--- src/rtl/lcd_bus_timer_pkg.sv ---
// Shared types, timing defaults and command classification for the LCD bus timer.
// Optional busy-flag polling is enabled by defining LCD_BUSY_POLL_EN.
package lcd_bus_timer_pkg;

  typedef enum logic [3:0] {
    ST_PWRUP,
    ST_IDLE,
    ST_SETUP,
    ST_PULSE,
    ST_HOLD,
    ST_EXEC,
    ST_PSETUP,
    ST_PPULSE,
    ST_PHOLD
  } lcd_state_e;

  localparam int unsigned PWRUP_CYC_DEF      = 750000;
  localparam int unsigned SETUP_CYC_DEF      = 4;
  localparam int unsigned PULSE_CYC_DEF      = 25;
  localparam int unsigned HOLD_CYC_DEF       = 2;
  localparam int unsigned EXEC_SHORT_CYC_DEF = 2000;
  localparam int unsigned EXEC_LONG_CYC_DEF  = 80000;

  // Clear display (0x01) and return home (0x02/0x03) need the long execution wait.
  function automatic logic is_long_cmd(input logic rs, input logic [7:0] data);
    return (!rs) && (data[7:2] == 6'd0) && (data[1:0] != 2'd0);
  endfunction

  function automatic int unsigned max_cyc(input int unsigned a, input int unsigned b,
                                          input int unsigned c, input int unsigned d,
                                          input int unsigned e, input int unsigned f);
    int unsigned m;
    m = a;
    if (b > m) m = b;
    if (c > m) m = c;
    if (d > m) m = d;
    if (e > m) m = e;
    if (f > m) m = f;
    return m;
  endfunction

endpackage

--- src/rtl/lcd_bus_timer_if.sv ---
// Command handshake from the sequencer plus the HD44780 pin bundle.
// master = sequencer/board side, slave = lcd_bus_timer.
interface lcd_bus_timer_if;
  logic       cmd_valid;
  logic       cmd_ready;
  logic       cmd_rs;
  logic [7:0] cmd_data;
  logic       busy;
  logic       lcd_rs;
  logic       lcd_rw;
  logic       lcd_en;
  logic [7:0] lcd_db_out;
  logic       lcd_db_oe;
  logic [7:0] lcd_db_in;
  logic       poll_timeout;

  modport master (
    output cmd_valid, cmd_rs, cmd_data, lcd_db_in,
    input  cmd_ready, busy, lcd_rs, lcd_rw, lcd_en, lcd_db_out, lcd_db_oe, poll_timeout
  );

  modport slave (
    input  cmd_valid, cmd_rs, cmd_data, lcd_db_in,
    output cmd_ready, busy, lcd_rs, lcd_rw, lcd_en, lcd_db_out, lcd_db_oe, poll_timeout
  );
endinterface

--- src/rtl/lcd_bus_timer_delay_cnt.sv ---
// Loadable down-counter that saturates at zero; one instance times every FSM state.
// Reset loads RST_VAL so the power-up wait starts straight out of reset.
module lcd_delay_cnt #(
  parameter int unsigned   CW      = 8,
  parameter logic [CW-1:0] RST_VAL = '0
) (
  input  logic          clk,
  input  logic          rst_n,
  input  logic          load_i,
  input  logic [CW-1:0] load_val_i,
  output logic          zero_o
);

  logic [CW-1:0] cnt_q;

  always_ff @(posedge clk) begin
    if (!rst_n) begin
      cnt_q <= RST_VAL;
    end else if (load_i) begin
      cnt_q <= load_val_i;
    end else if (cnt_q != '0) begin
      cnt_q <= cnt_q - CW'(1);
    end
  end

  assign zero_o = (cnt_q == '0);

endmodule

--- src/rtl/lcd_bus_timer.sv ---
// HD44780 write-cycle timer: one byte per handshake, with setup/pulse/hold/exec timing.
// Define LCD_BUSY_POLL_EN to replace the fixed exec wait by busy-flag polling.
module lcd_bus_timer
  import lcd_bus_timer_pkg::*;
#(
  parameter int unsigned PWRUP_CYC      = PWRUP_CYC_DEF,
  parameter int unsigned SETUP_CYC      = SETUP_CYC_DEF,
  parameter int unsigned PULSE_CYC      = PULSE_CYC_DEF,
  parameter int unsigned HOLD_CYC       = HOLD_CYC_DEF,
  parameter int unsigned EXEC_SHORT_CYC = EXEC_SHORT_CYC_DEF,
  parameter int unsigned EXEC_LONG_CYC  = EXEC_LONG_CYC_DEF
) (
  input logic            clk,
  input logic            rst_n,
  lcd_bus_timer_if.slave bus
);

  localparam int unsigned CW = $clog2(max_cyc(PWRUP_CYC, SETUP_CYC, PULSE_CYC, HOLD_CYC,
                                              EXEC_SHORT_CYC, EXEC_LONG_CYC)) + 1;

  // Counter reload values: a state lasting N cycles starts its count at N-1.
  localparam logic [CW-1:0] LD_PWRUP = CW'(PWRUP_CYC - 1);
  localparam logic [CW-1:0] LD_SETUP = CW'(SETUP_CYC - 1);
  localparam logic [CW-1:0] LD_PULSE = CW'(PULSE_CYC - 1);
  localparam logic [CW-1:0] LD_HOLD  = CW'(HOLD_CYC - 1);
  localparam logic [CW-1:0] LD_SHORT = CW'(EXEC_SHORT_CYC - 1);
  localparam logic [CW-1:0] LD_LONG  = CW'(EXEC_LONG_CYC - 1);

  lcd_state_e    state_q;
  logic          cmd_ready_q;
  logic          lcd_en_q;
  logic          lcd_rs_q;
  logic          lcd_rw_q;
  logic          lcd_db_oe_q;
  logic [7:0]    lcd_db_q;

  logic          cnt_load_d;
  logic [CW-1:0] cnt_val_d;
  logic          cnt_zero;
  logic          accept;

  assign accept = bus.cmd_valid & cmd_ready_q;

`ifdef LCD_BUSY_POLL_EN
  logic [CW-1:0] poll_cnt_q;
  logic          poll_busy_q;
  logic          poll_timeout_q;
  logic          poll_expired;

  assign poll_expired = (poll_cnt_q == CW'(EXEC_LONG_CYC));
`endif

  always_comb begin
    cnt_load_d = 1'b0;
    cnt_val_d  = '0;
    case (state_q)
      ST_IDLE:  if (accept)   begin cnt_load_d = 1'b1; cnt_val_d = LD_SETUP; end
      ST_SETUP: if (cnt_zero) begin cnt_load_d = 1'b1; cnt_val_d = LD_PULSE; end
      ST_PULSE: if (cnt_zero) begin cnt_load_d = 1'b1; cnt_val_d = LD_HOLD;  end
      ST_HOLD: if (cnt_zero) begin
        cnt_load_d = 1'b1;
`ifdef LCD_BUSY_POLL_EN
        cnt_val_d  = LD_SETUP;
`else
        cnt_val_d  = is_long_cmd(lcd_rs_q, lcd_db_q) ? LD_LONG : LD_SHORT;
`endif
      end
`ifdef LCD_BUSY_POLL_EN
      ST_PSETUP: if (cnt_zero) begin cnt_load_d = 1'b1; cnt_val_d = LD_PULSE; end
      ST_PPULSE: if (cnt_zero) begin cnt_load_d = 1'b1; cnt_val_d = LD_HOLD;  end
      ST_PHOLD:  if (cnt_zero && poll_busy_q) begin cnt_load_d = 1'b1; cnt_val_d = LD_SETUP; end
`endif
      default: ;
    endcase
  end

  lcd_delay_cnt #(
    .CW      (CW),
    .RST_VAL (LD_PWRUP)
  ) u_cnt (
    .clk        (clk),
    .rst_n      (rst_n),
    .load_i     (cnt_load_d),
    .load_val_i (cnt_val_d),
    .zero_o     (cnt_zero)
  );

  always_ff @(posedge clk) begin
    if (!rst_n) begin
      state_q        <= ST_PWRUP;
      cmd_ready_q    <= 1'b0;
      lcd_en_q       <= 1'b0;
      lcd_rs_q       <= 1'b0;
      lcd_rw_q       <= 1'b0;
      lcd_db_oe_q    <= 1'b1;
      lcd_db_q       <= 8'h00;
`ifdef LCD_BUSY_POLL_EN
      poll_cnt_q     <= '0;
      poll_busy_q    <= 1'b0;
      poll_timeout_q <= 1'b0;
`endif
    end else begin
`ifdef LCD_BUSY_POLL_EN
      poll_timeout_q <= 1'b0;
`endif
      case (state_q)
        ST_PWRUP: if (cnt_zero) begin
          state_q     <= ST_IDLE;
          cmd_ready_q <= 1'b1;
        end
        ST_IDLE: if (accept) begin
          state_q     <= ST_SETUP;
          cmd_ready_q <= 1'b0;
          lcd_rs_q    <= bus.cmd_rs;
          lcd_db_q    <= bus.cmd_data;
          lcd_rw_q    <= 1'b0;
          lcd_db_oe_q <= 1'b1;
        end
        ST_SETUP: if (cnt_zero) begin
          state_q  <= ST_PULSE;
          lcd_en_q <= 1'b1;
        end
        ST_PULSE: if (cnt_zero) begin
          state_q  <= ST_HOLD;
          lcd_en_q <= 1'b0;
        end
        ST_HOLD: if (cnt_zero) begin
`ifdef LCD_BUSY_POLL_EN
          // Switch the bus to a busy-flag read: rs=0, rw=1, pads released.
          state_q     <= ST_PSETUP;
          lcd_rs_q    <= 1'b0;
          lcd_rw_q    <= 1'b1;
          lcd_db_oe_q <= 1'b0;
          poll_cnt_q  <= '0;
          poll_busy_q <= 1'b0;
`else
          state_q <= ST_EXEC;
`endif
        end
        ST_EXEC: if (cnt_zero) begin
          state_q     <= ST_IDLE;
          cmd_ready_q <= 1'b1;
        end
`ifdef LCD_BUSY_POLL_EN
        ST_PSETUP, ST_PPULSE, ST_PHOLD: begin
          if (poll_expired) begin
            state_q        <= ST_IDLE;
            cmd_ready_q    <= 1'b1;
            lcd_en_q       <= 1'b0;
            lcd_rw_q       <= 1'b0;
            lcd_db_oe_q    <= 1'b1;
            poll_timeout_q <= 1'b1;
          end else begin
            poll_cnt_q <= poll_cnt_q + CW'(1);
            if (cnt_zero) begin
              case (state_q)
                ST_PSETUP: begin
                  state_q  <= ST_PPULSE;
                  lcd_en_q <= 1'b1;
                end
                ST_PPULSE: begin
                  // Busy flag is captured on the last en-high cycle.
                  state_q     <= ST_PHOLD;
                  lcd_en_q    <= 1'b0;
                  poll_busy_q <= bus.lcd_db_in[7];
                end
                default: begin
                  if (poll_busy_q) begin
                    state_q <= ST_PSETUP;
                  end else begin
                    state_q     <= ST_IDLE;
                    cmd_ready_q <= 1'b1;
                    lcd_rw_q    <= 1'b0;
                    lcd_db_oe_q <= 1'b1;
                  end
                end
              endcase
            end
          end
        end
`endif
        default: begin
          state_q     <= ST_PWRUP;
          cmd_ready_q <= 1'b0;
          lcd_en_q    <= 1'b0;
        end
      endcase
    end
  end

  assign bus.cmd_ready  = cmd_ready_q;
  assign bus.busy       = ~cmd_ready_q;
  assign bus.lcd_rs     = lcd_rs_q;
  assign bus.lcd_rw     = lcd_rw_q;
  assign bus.lcd_en     = lcd_en_q;
  assign bus.lcd_db_out = lcd_db_q;
  assign bus.lcd_db_oe  = lcd_db_oe_q;
`ifdef LCD_BUSY_POLL_EN
  assign bus.poll_timeout = poll_timeout_q;
`else
  assign bus.poll_timeout = 1'b0;
`endif

endmodule

--- src/flat_wrapper.sv ---
// flat-port wrapper written by rule: the top's interface ports become plain ports
module lcd_bus_timer_flat import lcd_bus_timer_pkg::*;
#(
  parameter int unsigned PWRUP_CYC      = PWRUP_CYC_DEF,
  parameter int unsigned SETUP_CYC      = SETUP_CYC_DEF,
  parameter int unsigned PULSE_CYC      = PULSE_CYC_DEF,
  parameter int unsigned HOLD_CYC       = HOLD_CYC_DEF,
  parameter int unsigned EXEC_SHORT_CYC = EXEC_SHORT_CYC_DEF,
  parameter int unsigned EXEC_LONG_CYC  = EXEC_LONG_CYC_DEF
)
  (clk, rst_n, bus_cmd_valid, bus_cmd_rs, bus_cmd_data, bus_lcd_db_in, bus_cmd_ready, bus_busy, bus_lcd_rs, bus_lcd_rw, bus_lcd_en, bus_lcd_db_out, bus_lcd_db_oe, bus_poll_timeout);
  lcd_bus_timer_if bus_i ();
  input logic clk;
  input logic rst_n;
  input wire logic [$bits(bus_i.cmd_valid)-1:0] bus_cmd_valid;
  input wire logic [$bits(bus_i.cmd_rs)-1:0] bus_cmd_rs;
  input wire logic [$bits(bus_i.cmd_data)-1:0] bus_cmd_data;
  input wire logic [$bits(bus_i.lcd_db_in)-1:0] bus_lcd_db_in;
  output wire logic [$bits(bus_i.cmd_ready)-1:0] bus_cmd_ready;
  output wire logic [$bits(bus_i.busy)-1:0] bus_busy;
  output wire logic [$bits(bus_i.lcd_rs)-1:0] bus_lcd_rs;
  output wire logic [$bits(bus_i.lcd_rw)-1:0] bus_lcd_rw;
  output wire logic [$bits(bus_i.lcd_en)-1:0] bus_lcd_en;
  output wire logic [$bits(bus_i.lcd_db_out)-1:0] bus_lcd_db_out;
  output wire logic [$bits(bus_i.lcd_db_oe)-1:0] bus_lcd_db_oe;
  output wire logic [$bits(bus_i.poll_timeout)-1:0] bus_poll_timeout;
  assign bus_i.cmd_valid = bus_cmd_valid;
  assign bus_i.cmd_rs = bus_cmd_rs;
  assign bus_i.cmd_data = bus_cmd_data;
  assign bus_i.lcd_db_in = bus_lcd_db_in;
  assign bus_cmd_ready = bus_i.cmd_ready;
  assign bus_busy = bus_i.busy;
  assign bus_lcd_rs = bus_i.lcd_rs;
  assign bus_lcd_rw = bus_i.lcd_rw;
  assign bus_lcd_en = bus_i.lcd_en;
  assign bus_lcd_db_out = bus_i.lcd_db_out;
  assign bus_lcd_db_oe = bus_i.lcd_db_oe;
  assign bus_poll_timeout = bus_i.poll_timeout;
  lcd_bus_timer #(.PWRUP_CYC(PWRUP_CYC), .SETUP_CYC(SETUP_CYC), .PULSE_CYC(PULSE_CYC), .HOLD_CYC(HOLD_CYC), .EXEC_SHORT_CYC(EXEC_SHORT_CYC), .EXEC_LONG_CYC(EXEC_LONG_CYC)) u_core (.clk(clk), .rst_n(rst_n), .bus(bus_i));
endmodule
--- config.mk ---
export PLATFORM = sky130hd
export DESIGN_NAME = lcd_bus_timer_flat
export DESIGN_NICKNAME = d
export VERILOG_FILES = /design/src/rtl/lcd_bus_timer_pkg.sv /design/src/rtl/lcd_bus_timer_if.sv /design/src/rtl/lcd_bus_timer_delay_cnt.sv /design/src/rtl/lcd_bus_timer.sv /design/src/flat_wrapper.sv
export SDC_FILE = /design/constraint.sdc
export NUM_CORES = 1
export LEC_CHECK = 0
export BUFFER_PORTS_ARGS = -buffer_cell sky130_fd_sc_hd__buf_2
export CORE_MARGIN = 2
export CORE_UTILIZATION = 40
export CTS_BUF_LIST = sky130_fd_sc_hd__clkbuf_4
export DETAILED_ROUTE_END_ITERATION = 8
export PLACE_DENSITY = 0.66
export SLEW_MARGIN = 20
export SYNTH_ARGS = -nofsm -noshare
export SYNTH_HDL_FRONTEND = slang
export SYNTH_SLANG_ARGS = --single-unit
--- constraint.sdc ---
create_clock -name clk -period 2 [get_ports clk]
set_input_delay 0.3 -clock clk [delete_from_list [all_inputs] [get_ports clk]]
set_output_delay 0.3 -clock clk [all_outputs]
set_load 0.02 [all_outputs]
* After elaboration in Yosys (flattened, before gate mapping) *
Cells that the tools add are included.
W data, S select, Z words.

operators by class
  $add $sub $neg = 1
  $mul = 0
  divide/modulo/power cells = 0
  magnitude comparators = 0
  equality and inequality tests = 10
  shift-type cells = 0
  muxes and demuxes = 22
  bitwise logic cells = 4
  reductions and logical operators = 16

operator list
  operator                 number
  $pmux W21 S4             1
  $mux W21                 3
  $logic_not A21 Y1        1
  $reduce_bool A21 Y1      1
  $sub A21 B1 Y21 const B  1
  $mux W4                  5
  $pmux W4 S5              1
  $mux W17                 1
  $ne A2 B1 Y1 const B     5
  $eq A4 B2 Y1 const B     2
  $eq A4 B3 Y1 const B     2
  $logic_not A6 Y1         1
  $mux W1                  6
  $pmux W1 S3              2
  $reduce_and A3 Y1        2
  $mux W5                  1
  $reduce_and A5 Y1        1
  $eq A4 B1 Y1 const B     1
  $logic_not A4 Y1         1
  $reduce_bool A2 Y1       2
  $reduce_or A4 Y1         1
  $not A1 Y1               3
  $reduce_or A3 Y1         1
  $logic_and A1 B1 Y1      2
  6 further kinds          6

storage, ports and cells
  register bits = 36
  latch bits = 0
  bits in writable memories = 0
  bits in read-only memories = 0
  input port bits = 20
  output and inout port bits = 15
  word-level logic and storage cells = 59
  memories = 0

* Longest topological paths before layout *
Gate-level depths: netlist (run 1).

  word-level depth = 7
  depth in mapped cells = 8
  depth with buffers taken out = 7

* Cells and area by module *
A second synthesis (run 1) with hierarchy kept.

second synthesis, totals
  cells, all modules = 235
  area, all modules = 1,970.6 um2

modules (own cells, without submodules)
  module         times used  cells an instance  area each (um2)  sequential area each (um2)
  lcd_delay_cnt  1           144                1,181.1          420.4
  lcd_bus_timer  1           91                 789.5            280.3

* Least setup slack after synthesis (run 1) *
Ideal clock, no wire load.

  path type = register to register
  start = reg u_core.u_cnt.cnt_q[0]
  end = reg u_core.u_cnt.cnt_q[7]
  arrival time = 1.856 ns
  required time = 1.869 ns
  path slack = 0.013 ns
  cell stages (with the launch flop) = 8
  buffers on the path = 0
  clock period less this slack = 1.987 ns
  cells stage by stage = dfxtp_1 -> inv_1 -> ha_1 -> nor3b_2 -> nand4_4 -> o31a_4 -> a221oi_2 -> o31ai_1

between the ends
  word-level cells in the longest chain between the ends = 4
  elaborated cells between the ends (all ways) = 10
  those cells by class = 1 x add/sub; 6 x mux; 3 x reduce/logical

RTL lines
  item                                                     RTL line                       source
  start, declared                                          lcd_bus_timer_delay_cnt.sv:14  logic [CW-1:0] cnt_q;
  start signal, assigned                                   lcd_bus_timer_delay_cnt.sv:20  cnt_q <= load_val_i;
  start signal, assigned                                   lcd_bus_timer_delay_cnt.sv:22  cnt_q <= cnt_q - CW'(1);
  branches (longest 4 deep; another with $sub A21 B1 Y21)  --

Parallel ways; which one is timed is not known. The select of a mux whose other input is x is not followed.
A chain may end at the register's enable or synchronous reset.

* Worst setup path in the final report (run 1) *
  start = reg u_core.u_cnt.cnt_q[16]
  end = reg u_core.lcd_en_q (netlist: u_core.bus.lcd_en)

between the ends
  word-level cells in the longest chain between the ends = 3
  elaborated cells between the ends (all ways) = 4
  those cells by class = 2 x eq/ne; 2 x reduce/logical

RTL lines
  item                                  RTL line                       source
  $logic_not A21 Y1 *                   lcd_bus_timer_delay_cnt.sv:26  assign zero_o = (cnt_q == '0);
  $ne A2 B1 Y1 (no source line)         --
  $reduce_and A3 Y1 (no source line) *  --
  end signal, assigned                  lcd_bus_timer.sv:92            lcd_en_q <= 1'b0;
  end signal, assigned                  lcd_bus_timer.sv:121           lcd_en_q <= 1'b1;
  end signal, assigned                  lcd_bus_timer.sv:125           lcd_en_q <= 1'b0;
  end, declared                         lcd_bus_timer.sv:31            logic lcd_en_q;

Mark *: on every way between the ends. The rest lies on a longest branch, timed or not.

==> summary.md, run 1 <==
| Metric | Value |
|---|---|
| Status | `complete, no violations` |
| Ys Warns | `0` |
| PwrDens | `473.7 nW/um^2` |
| WHS | `0.1954 ns` |
| Routed Antenna Nets | `0` |
| Syn avg cell area | `8.608 sq um` |
| CTS Buf Count | `5` |
| Synth Flop Type | `dfxtp_1` |
| Die Span Y | `73.59 um` |
| CTS Buffer Depth | `2` |
| Sw Share | `24.40%` |
| Cell Count, Final, Fillers Out | `332` |
| Register area share after synthesis | `36.18%` |
| Antenna violations before repair | `0` |
| HPWL after detailed placement | `3380 um` |
| Port Buffers | `23` |
| Clock share of power | `32.6%` |
| Root Driver | `clkbuf_4` |
| Die Width | `73.59 um` |
| DRC | `0` |
| Worst setup startpoint | `u_core.u_cnt.cnt_q[16]` |
| HP Start | `bus_cmd_data[0]` |
| FP Rows | `25` |
| Total global routing overflow | `0` |
| Final worst path period share | `99.53%` |
| Vias in the first global route | `1606` |
| CTS sink count | `35` |
| Total track usage | `18.07%` |
| Leak | `1.004 nW` |
| Antenna diodes | `0` |
| Syn Inst Count | `225` |
| Initial DRC count | `93` |
| Sequential share of power | `62.0%` |
| Gate power share | `5.4%` |
| Pre-CTS WS | `0.007815 ns` |
| Worst path cell trace | `or4_4 > or2_4 > buf_8 > nor2_4 > buf_4 > o21ai_0 > a31o_2` |
| Synth area leaders | `dfxtp_1 36%, nand2_1 5.8%, a21boi_0 3.9%` |
| Reg-to-Reg Start | `u_core.u_cnt.cnt_q[16]` |
| Max incr delay on CP | `0.54 ns` |
| Maximum vdd drop | `0.2701 mV` |
| Gpl congestion | `0.8210` |
| EDFF count, synth | `0` |
| Final worst setup slack | `0.009446 ns` |
| Slew HR | `51.48%` |
| Post-synthesis register bit count | `35` |
| CTS tree | `yes` |
| Core Area | `4692 sq um` |
| Max cap viols | `0` |
| Buffers plus inverters on the worst setup path | `2` |
| # IOs | `35` |
| CP top delay family | `simple AND/OR/NAND/NOR gates` |
| Synth top cells by count | `35 x dfxtp_1, 30 x nand2_1, 13 x nor2_1, 13 x o21ai_0` |
| Share of the synthesized area in the top cell type | `36.18%` |
| Worst hold path type | `in2reg` |
| Final WL | `4537 um` |
| TritonRoute pass-1 iters | `4` |
| Worst setup EP type | `register` |
| Fin. max-slew vios | `0` |
| Worst skew pair latency | `0.34 ns` |
| NetSw | `0.2780 mW` |
| Final hold vios | `0` |
| Clock transition at path regs | `0.10 ns` |
| Int Pwr | `0.8612 mW` |
| Share of cells above drive strength 1 | `30.94%` |
| Starting density of the core | `41.28%` |
| Area leader, netlist | `dfxtp_1` |
| Htree depth | `2` |
| Routed via count | `1813` |
| Netlist Area Pre-Place | `1937 sq um` |
| Mean routed wirelength per cell | `13.67 um` |
| Critical path class | `reg2reg` |
| Largest net degree at the start of global routing | `14` |
| Avg Vias per Cell | `5.461` |
| Synth-to-layout area growth | `24.16%` |
| Post-synth ARST share | `0%` |
| Placed Cells | `322` |
| Critical Path Slowest Stage Cell | `or4_4` |
| Final setup viols | `0` |
| WP data required | `2.24 ns` |
| First-pass GRT wire length | `7541 um` |
| Die footprint | `5415 sq um` |
| Clock Skews | `0.006075 ns` |
| Worst-margin pin slew | `0.7202 ns` |
| Most numerous cell in the Yosys netlist | `dfxtp_1` |
| CP Max Fanout | `5` |
| RSZ-0062 raised after global routing | `yes` |
| WP data arrival | `2.23 ns` |
| Fmax | `0.5024 GHz` |
| CP startpoint kind | `register` |
| Final min period | `1.991 ns` |
| Final nets | `298` |
| Synth unique cells | `54` |
==> worst min-delay path: cells and delay by family <==
kind / cells / cell delay [ns]
and+or+nand+nor: 1 / 0.04
buffers and inverters: 1 / 0.10
AOI/OAI and AO/OA: 1 / 0.06
==> power groups by stage <==
| stage | Clock [mW] | Combinational [mW] | Sequential (mW) |
|---|---|---|---|
| finish | 0.371 | 0.0618 | 0.706 |
| global route | 0.417 | 0.0696 | 0.707 |
| CTS | 0.395 | 0.0604 | 0.706 |
| detailed placement | 0 | 0.0598 | 0.722 |
| global placement | 0 | 0.0592 | 0.721 |
| floorplan | 0 | 0.0357 | 0.723 |
==> per-layer routing <==
layer,vias to the layer above,track usage [%],wire length [um]
li1,915,-,-
met2,26,27.38,2119
met3,7,4.115,150
met5,-,0,0
met1,865,25.17,2228
met4,0,6.263,38
==> sequential cells by signal (all words and copies together), names as in the netlist <==
name,cells
u_core.bus.cmd_ready,1
u_core.u_cnt.cnt_q,21
u_core.state_q,3
u_core.bus.lcd_rs,1
u_core.bus.lcd_en,1
u_core.bus.lcd_db_out,8
==> path summary, 6_finish.rpt <==
check / end / slack, ns / cells past startpoint
max: u_core.bus.lcd_en / 0.009 / 7
min: u_core.bus.lcd_db_out[0] / 0.20 / 3
max reg2reg: u_core.bus.lcd_en / 0.009 / 7
min reg2reg: u_core.bus.lcd_db_out[4] / 0.48 / 2
==> cells in the final DEF (no fill, tap or decap), types with 3 or more instances in the layout <==
cell      instances
dfxtp_1          34
buf_4            32
nand2_1          29
buf_2            23
nor2_1           13
o21ai_0          13
nor3_1           10
a21boi_0         10
a21oi_1           8
o211ai_1          7
nand2b_1          6
xnor2_1           6
xor2_1            6
nand3_1           5
clkbuf_4          5
inv_1             4
nor4_1            4
nor2b_1           3
o31ai_1           3
o21a_1            3
conb_1            3
clkinv_2          3
==> through the flow <==
step	utilization [%]	power (mW)	setup TNS (ns)	instance area, sq um
after global routing	51.25	1.194	-0.1303	2405
after floorplan	-	0.7584	0	1941
after CTS	50.11	1.162	0	2351
after global placement	48.85	0.7807	0	2292
after detailed placement	48.85	0.7815	0	2292
final	51.25	1.139	0	2405
==> logic make-up after synthesis <==
| logic type | synth area share [%] |
|---|---|
| AND/OR/NAND/NOR | 28.04 |
| AO/OA/AOI/OAI | 23.97 |
| flip-flops | 36.18 |
| buffers and inverters | 4.844 |
| XOR/XNOR | 5.426 |
| other | 0.3877 |
| adder cells (fa/ha/maj) | 0.6459 |
| multiplexers | 0.5168 |
==> final cells by class <==
cell class	instances	area, sq um
fillers	476	2287
multi-input cells	173	1175
flip-flops and latches	35	701.9
repair buffers	58	392.9
well taps	54	67.56
clock buffers	5	37.54
clock inverters	3	15.01
inverters	4	15.01
==> timing repair <==
item / 4_1_cts / 5_1_grt
endpoints found under the setup margin: 5 / 18
hold buffers: 0 / 0
pin swaps: 0 / 7
setup buffers: 0 / 2
endpoints found under the hold margin: 0 / 0
resized for setup: 1 / 12
(Power assumes the default switching activity.)
==> run 2, diff against run 1 <==
--- a/config.mk
+++ b/config.mk
@@ -7,11 +7,11 @@
 export LEC_CHECK = 0
 export BUFFER_PORTS_ARGS = -buffer_cell sky130_fd_sc_hd__buf_2
 export CORE_MARGIN = 2
-export CORE_UTILIZATION = 40
+export CORE_UTILIZATION = 32
 export CTS_BUF_LIST = sky130_fd_sc_hd__clkbuf_4
 export DETAILED_ROUTE_END_ITERATION = 8
-export PLACE_DENSITY = 0.66
-export SLEW_MARGIN = 20
+export MAX_ROUTING_LAYER = met4
+export PLACE_DENSITY = 0.56
 export SYNTH_ARGS = -nofsm -noshare
 export SYNTH_HDL_FRONTEND = slang
 export SYNTH_SLANG_ARGS = --single-unit
==> summary.md, run 2 (same netlist as run 1, synthesis figures left out) <==
| Metric | Value |
|---|---|
| Gpl congestion | `0.7975 (-2.9%)` |
| Status | `complete, no violations` |
| WP data arrival | `2.20 ns (-0.03 ns)` |
| Hold-fix buffers, CTS | `0 (unchanged)` |
| Max incr delay on CP | `0.53 ns (about the same)` |
| Die footprint | `6691 sq um (+24%)` |
| WHS | `0.1860 ns (-0.009402 ns)` |
| Fmax | `0.5075 GHz (+1.0%)` |
| Leak | `0.9744 nW (-2.9%)` |
| Total track usage | `16.25% (-1.8 points)` |
| CTS tree | `yes` |
| Core Area | `5886 sq um (+25%)` |
| Worst setup EP type | `register` |
| Vias in the first global route | `1680 (+4.6%)` |
| CTS Buf Count | `5 (unchanged)` |
| Worst skew pair latency | `0.35 ns (about the same)` |
| Worst-margin pin slew | `0.6766 ns (-0.04364 ns)` |
| Die Span Y | `81.80 um (+11%)` |
| Antenna diodes | `0 (unchanged)` |
| Total global routing overflow | `0 (unchanged)` |
| Buffers plus inverters on the worst setup path | `1 (-1)` |
| Final worst setup slack | `0.02946 ns (+0.02001 ns)` |
| Routed via count | `1808 (-0.28%)` |
| Port Buffers | `23 (unchanged)` |
| Routed Antenna Nets | `0 (unchanged)` |
| CTS Buffer Depth | `2 (unchanged)` |
| Pre-CTS WS | `-0.08793 ns (-0.09575 ns)` |
| Antenna violations before repair | `0 (unchanged)` |
| # IOs | `35 (unchanged)` |
| Final worst path period share | `98.53% (-1.0 points)` |
| Worst path cell trace | `or4_4 > or2_4 > buf_4 > nor2_4 > o211ai_1 > a221o_1` |
| Clock transition at path regs | `0.12 ns (+0.02 ns)` |
| Final WL | `4691 um (+3.4%)` |
| Share of cells above drive strength 1 | `31.32% (+0.38 points)` |
| Final Core Density | `41.33% (-9.9 points)` |
| Slew HR | `54.42% (+2.9 points)` |
| Root Driver | `clkbuf_4` |
| FILL cells | `641 (+35%)` |
| Worst hold path type | `in2reg` |
| Final nets | `301 (+1.0%)` |
| DRC | `0 (unchanged)` |
| Placed Cells | `348 (+8.1%)` |
| Commonest non-fill, non-tap cell in the layout | `buf_4` |
| Max cap viols | `0 (unchanged)` |
| Design Area, Final | `2432 sq um (+1.1%)` |
| Largest net degree at the start of global routing | `18 (+4)` |
| Mean routed wirelength per cell | `13.18 um (-3.6%)` |
| Synth-to-layout area growth | `25.58%` |
| CP top delay family | `simple AND/OR/NAND/NOR gates` |
| Final hold vios | `0 (unchanged)` |
| Fin. max-slew vios | `0 (unchanged)` |
| First-pass GRT wire length | `8176 um (+8.4%)` |
| Critical Path Slowest Stage Cell | `or4_4` |
| Final setup viols | `0 (unchanged)` |
| Starting density of the core | `32.91% (-8.4 points)` |
| Final min period | `1.971 ns (-0.02001 ns)` |
| Max FFs per register | `21 (unchanged)` |
| Avg Vias per Cell | `5.079 (-7.0%)` |
| Maximum vdd drop | `0.3231 mV (+20%)` |
| Clock Skews | `0.01300 ns (+0.006920 ns)` |
| FP Rows | `28 (+12%)` |
| Critical path class | `reg2reg` |
| CP Max Fanout | `7 (+2)` |
| TritonRoute pass-1 iters | `4 (unchanged)` |
| Commonest cells after routing, fill and taps aside | `37 x buf_4, 34 x dfxtp_1, 29 x nand2_1` |
| Placed Area | `2356 sq um (+2.8%)` |
| Biggest register | `u_core.u_cnt.cnt_q` |
| Post-CTS Setup Bufs | `0 (unchanged)` |
| HPWL after detailed placement | `3519 um (+4.1%)` |
| CTS sink count | `35 (unchanged)` |
| Die Width | `81.80 um (+11%)` |
| Cell Count, Final, Fillers Out | `356 (+7.2%)` |
| CP startpoint kind | `register` |
| WP data required | `2.23 ns (about the same)` |
| Htree depth | `2 (unchanged)` |
| Total Neg Setup Slack | `0 ns (unchanged)` |
| Final Total Pwr | `1.157 mW (+1.6%)` |
| Initial DRC count | `51 (-45%)` |
| PwrDens | `475.8 nW/um^2 (+0.44%)` |
| RSZ-0062 raised after global routing | `yes` |
run 2: cell types whose count changed in the layout (fill, tap and decap cells not counted), sizes merged:
| cell | before | now |
|---|---|---|
| clkinvlp | 0 | 1 |
| buf | 58 | 61 |
| clkinv | 3 | 2 |
run 2: timing repair:
item,in CTS,in global routing
resized for setup,2,7
setup endpoints to repair,19,11
endpoints found under the hold margin,0,0
run 2: metal layers:
metal  global-route usage (%)  part of all wire [%]
met5                        -                     0
met4                    6.333                   1.6
met3                    2.637                   2.6
met2                    24.39                    44
met1                    21.86                    52
run 2: worst paths after layout:
| kind | start | to | slack [ns] | cells past startpoint |
|---|---|---|---|---|
| setup / recovery | u_core.u_cnt.cnt_q[19] | u_core.u_cnt.cnt_q[0] | 0.03 | 6 |
| hold / removal | bus_cmd_rs | u_core.bus.lcd_rs | 0.19 | 3 |
| setup reg to reg | u_core.u_cnt.cnt_q[19] | u_core.u_cnt.cnt_q[0] | 0.03 | 6 |
| hold reg to reg | u_core.bus.lcd_rs | u_core.bus.lcd_rs | 0.48 | 2 |
run 2: tightest hold or removal path, cell delays in order:
cell,delay [ns]
buf_2,0.09
nand2_1,0.04
a21boi_0,0.06
run 2: where the power goes:
group	internal, mW	leakage, nW	switching [mW]
clock	0.135	0.0288	0.256
combinational	0.0282	0.663	0.0327
sequential	0.702	0.282	0.00387
total	0.865	0.974	0.292
run 2: area by class of cell:
class | instances | area (sq um) | area share [%]
Clock inverter | 3 | 20.02 | 0.8230
Tap cell | 75 | 93.84 | 3.858
Clock buffer | 5 | 37.54 | 1.543
Timing Repair Buffer | 61 | 404.1 | 16.62
Multi-Input combinational cell | 173 | 1160 | 47.69
Inverter | 4 | 15.01 | 0.6173
Sequential cell | 35 | 701.9 | 28.86
==> run 3, diff against run 2 <==
--- a/config.mk
+++ b/config.mk
@@ -12,6 +12,7 @@
 export DETAILED_ROUTE_END_ITERATION = 8
 export MAX_ROUTING_LAYER = met4
 export PLACE_DENSITY = 0.56
+export REMOVE_ABC_BUFFERS = 1
 export SYNTH_ARGS = -nofsm -noshare
 export SYNTH_HDL_FRONTEND = slang
 export SYNTH_SLANG_ARGS = --single-unit
==> summary.md, run 3 (same netlist as run 1, synthesis figures left out) <==
| Metric | Value |
|---|---|
| Mean routed wirelength per cell | `13.87 um (+5.2%)` |
| Die Span Y | `81.80 um (unchanged)` |
| Pre-CTS WS | `-0.02479 ns (+0.06314 ns)` |
| Final hold vios | `0 (unchanged)` |
| Avg Vias per Cell | `5.186 (+2.1%)` |
| Fin. max-slew vios | `0 (unchanged)` |
| RSZ-0062 raised after global routing | `yes` |
| Design Area, Final | `2524 sq um (+3.8%)` |
| Die Width | `81.80 um (unchanged)` |
| Root Driver | `clkbuf_4` |
| Total track usage | `16.69% (+0.44 points)` |
| Final min period | `1.949 ns (-0.02123 ns)` |
| Slew HR | `49.47% (-5.0 points)` |
| Final WL | `4923 um (+4.9%)` |
| CTS Buf Count | `5 (unchanged)` |
| # IOs | `35 (unchanged)` |
| CTS sink count | `35 (unchanged)` |
| Gpl congestion | `0.7878 (-1.2%)` |
| DRC | `0 (unchanged)` |
| CP startpoint kind | `register` |
| Final worst setup slack | `0.05069 ns (+0.02124 ns)` |
| Max FFs per register | `21 (unchanged)` |
| Biggest register | `u_core.u_cnt.cnt_q` |
| Total global routing overflow | `0 (unchanged)` |
| Die footprint | `6691 sq um (unchanged)` |
| WP data required | `2.24 ns (about the same)` |
| WP data arrival | `2.19 ns (about the same)` |
| Commonest cells after routing, fill and taps aside | `34 x buf_4, 33 x dfxtp_1, 29 x nand2_1` |
| Initial DRC count | `86 (+69%)` |
| Worst-margin pin slew | `0.7547 ns (+0.07810 ns)` |
| Routed Antenna Nets | `0 (unchanged)` |
| Antenna violations before repair | `0 (unchanged)` |
| Port Buffers | `23 (unchanged)` |
| Share of cells above drive strength 1 | `33.57% (+2.3 points)` |
| Hold-fix buffers, CTS | `0 (unchanged)` |
| FP Rows | `28 (unchanged)` |
| Total Neg Setup Slack | `0 ns (unchanged)` |
| WHS | `0.1872 ns (+0.001151 ns)` |
| Critical Path Slowest Stage Cell | `or4_4` |
| R2R cell count | `6 (unchanged)` |
| Final Core Density | `42.88% (+1.6 points)` |
| Worst setup EP type | `register` |
| Cell Count, Final, Fillers Out | `355 (-0.28%)` |
| Status | `complete, no violations` |
| Maximum vdd drop | `0.3923 mV (+21%)` |
| Synth-to-layout area growth | `30.30%` |
| Final Total Pwr | `1.286 mW (+11%)` |
| Clock transition at path regs | `0.12 ns (about the same)` |
| Max cap viols | `0 (unchanged)` |
| Vias in the first global route | `1755 (+4.5%)` |
| Worst hold path type | `in2reg` |
| First-pass GRT wire length | `8321 um (+1.8%)` |
| Starting density of the core | `32.91% (unchanged)` |
| Largest net degree at the start of global routing | `25 (+7)` |
| Placed Cells | `343 (-1.4%)` |
| Routed via count | `1841 (+1.8%)` |
| Leak | `1.029 nW (+5.6%)` |
| Final worst path period share | `97.47% (-1.1 points)` |
| Hold depth | `3 (unchanged)` |
| CTS Buffer Depth | `2 (unchanged)` |
| CP Max Fanout | `4 (-3)` |
| HPWL after detailed placement | `3571 um (+1.5%)` |
| TritonRoute pass-1 iters | `4 (unchanged)` |
| Commonest non-fill, non-tap cell in the layout | `buf_4` |
| Placed Area | `2318 sq um (-1.6%)` |
| Max incr delay on CP | `0.54 ns (about the same)` |
| CTS tree | `yes` |
| Final setup viols | `0 (unchanged)` |
| Critical path class | `reg2reg` |
| Clock Skews | `0.01088 ns (-0.002119 ns)` |
| PwrDens | `509.8 nW/um^2 (+7.1%)` |
| Antenna diodes | `0 (unchanged)` |
| Worst path cell trace | `or4_4 > or2_4 > buf_6 > nor2_4 > o211ai_1 > a221o_1` |
| Worst skew pair latency | `0.35 ns (about the same)` |
| Final nets | `300 (-0.33%)` |
| Core Area | `5886 sq um (unchanged)` |
| Htree depth | `2 (unchanged)` |
| Fmax | `0.5130 GHz (+1.1%)` |
## run 3: changes by cell type in the layout (fill, tap and decap cells not counted), sizes merged
cell	previous run	this run
bufinv	0	1
clkinvlp	1	0
buf	61	60
## run 3: final timing paths
path                                  from                        to  slack (ns)
hold reg to reg   u_core.bus.lcd_db_out[0]  u_core.bus.lcd_db_out[0]        0.48
setup / recovery    u_core.u_cnt.cnt_q[19]     u_core.u_cnt.cnt_q[0]        0.05
hold / removal             bus_cmd_data[2]  u_core.bus.lcd_db_out[2]        0.19
setup reg to reg    u_core.u_cnt.cnt_q[19]     u_core.u_cnt.cnt_q[0]        0.05
## run 3: final cells by class
type,instances,area [sq um]
multi-input combinational,173,1231
fill,613,3362
clock buffer,5,37.54
timing repair buffer,60,404.1
tap,75,93.84
clock inverter,3,38.79
sequential,35,703.2
inverter,4,15.01
## run 3: power by group
group | switching, mW | internal (mW) | leakage [nW] | total, mW
logic | 0.0366 | 0.0312 | 0.704 | 0.0678
registers | 0.00560 | 0.702 | 0.282 | 0.708
clock network | 0.254 | 0.257 | 0.0426 | 0.511
## run 3: per-layer routing
layer	share of wire [%]	routed length [um]	global-route usage [%]	vias to the layer above
met5	0	0	-	-
met4	1.2	60	5.000	0
met3	2.9	145	3.297	6
met2	46	2255	26.02	31
met1	50	2461	21.90	883
li1	-	-	-	921
## run 3: critical path, delay by kind of cell (launching register included)
family                 cells  cell delay (ns)
buffers and inverters      1             0.14
and+or+nand+nor            3             0.93
DFF                        1             0.34
AOI/OAI and AO/OA          2             0.42
## run 3: what timing repair did
action	4_1_cts	5_1_grt
setup buffers	1	4
endpoints found under the setup margin	11	21
pin swaps	1	7
resized for setup	4	19
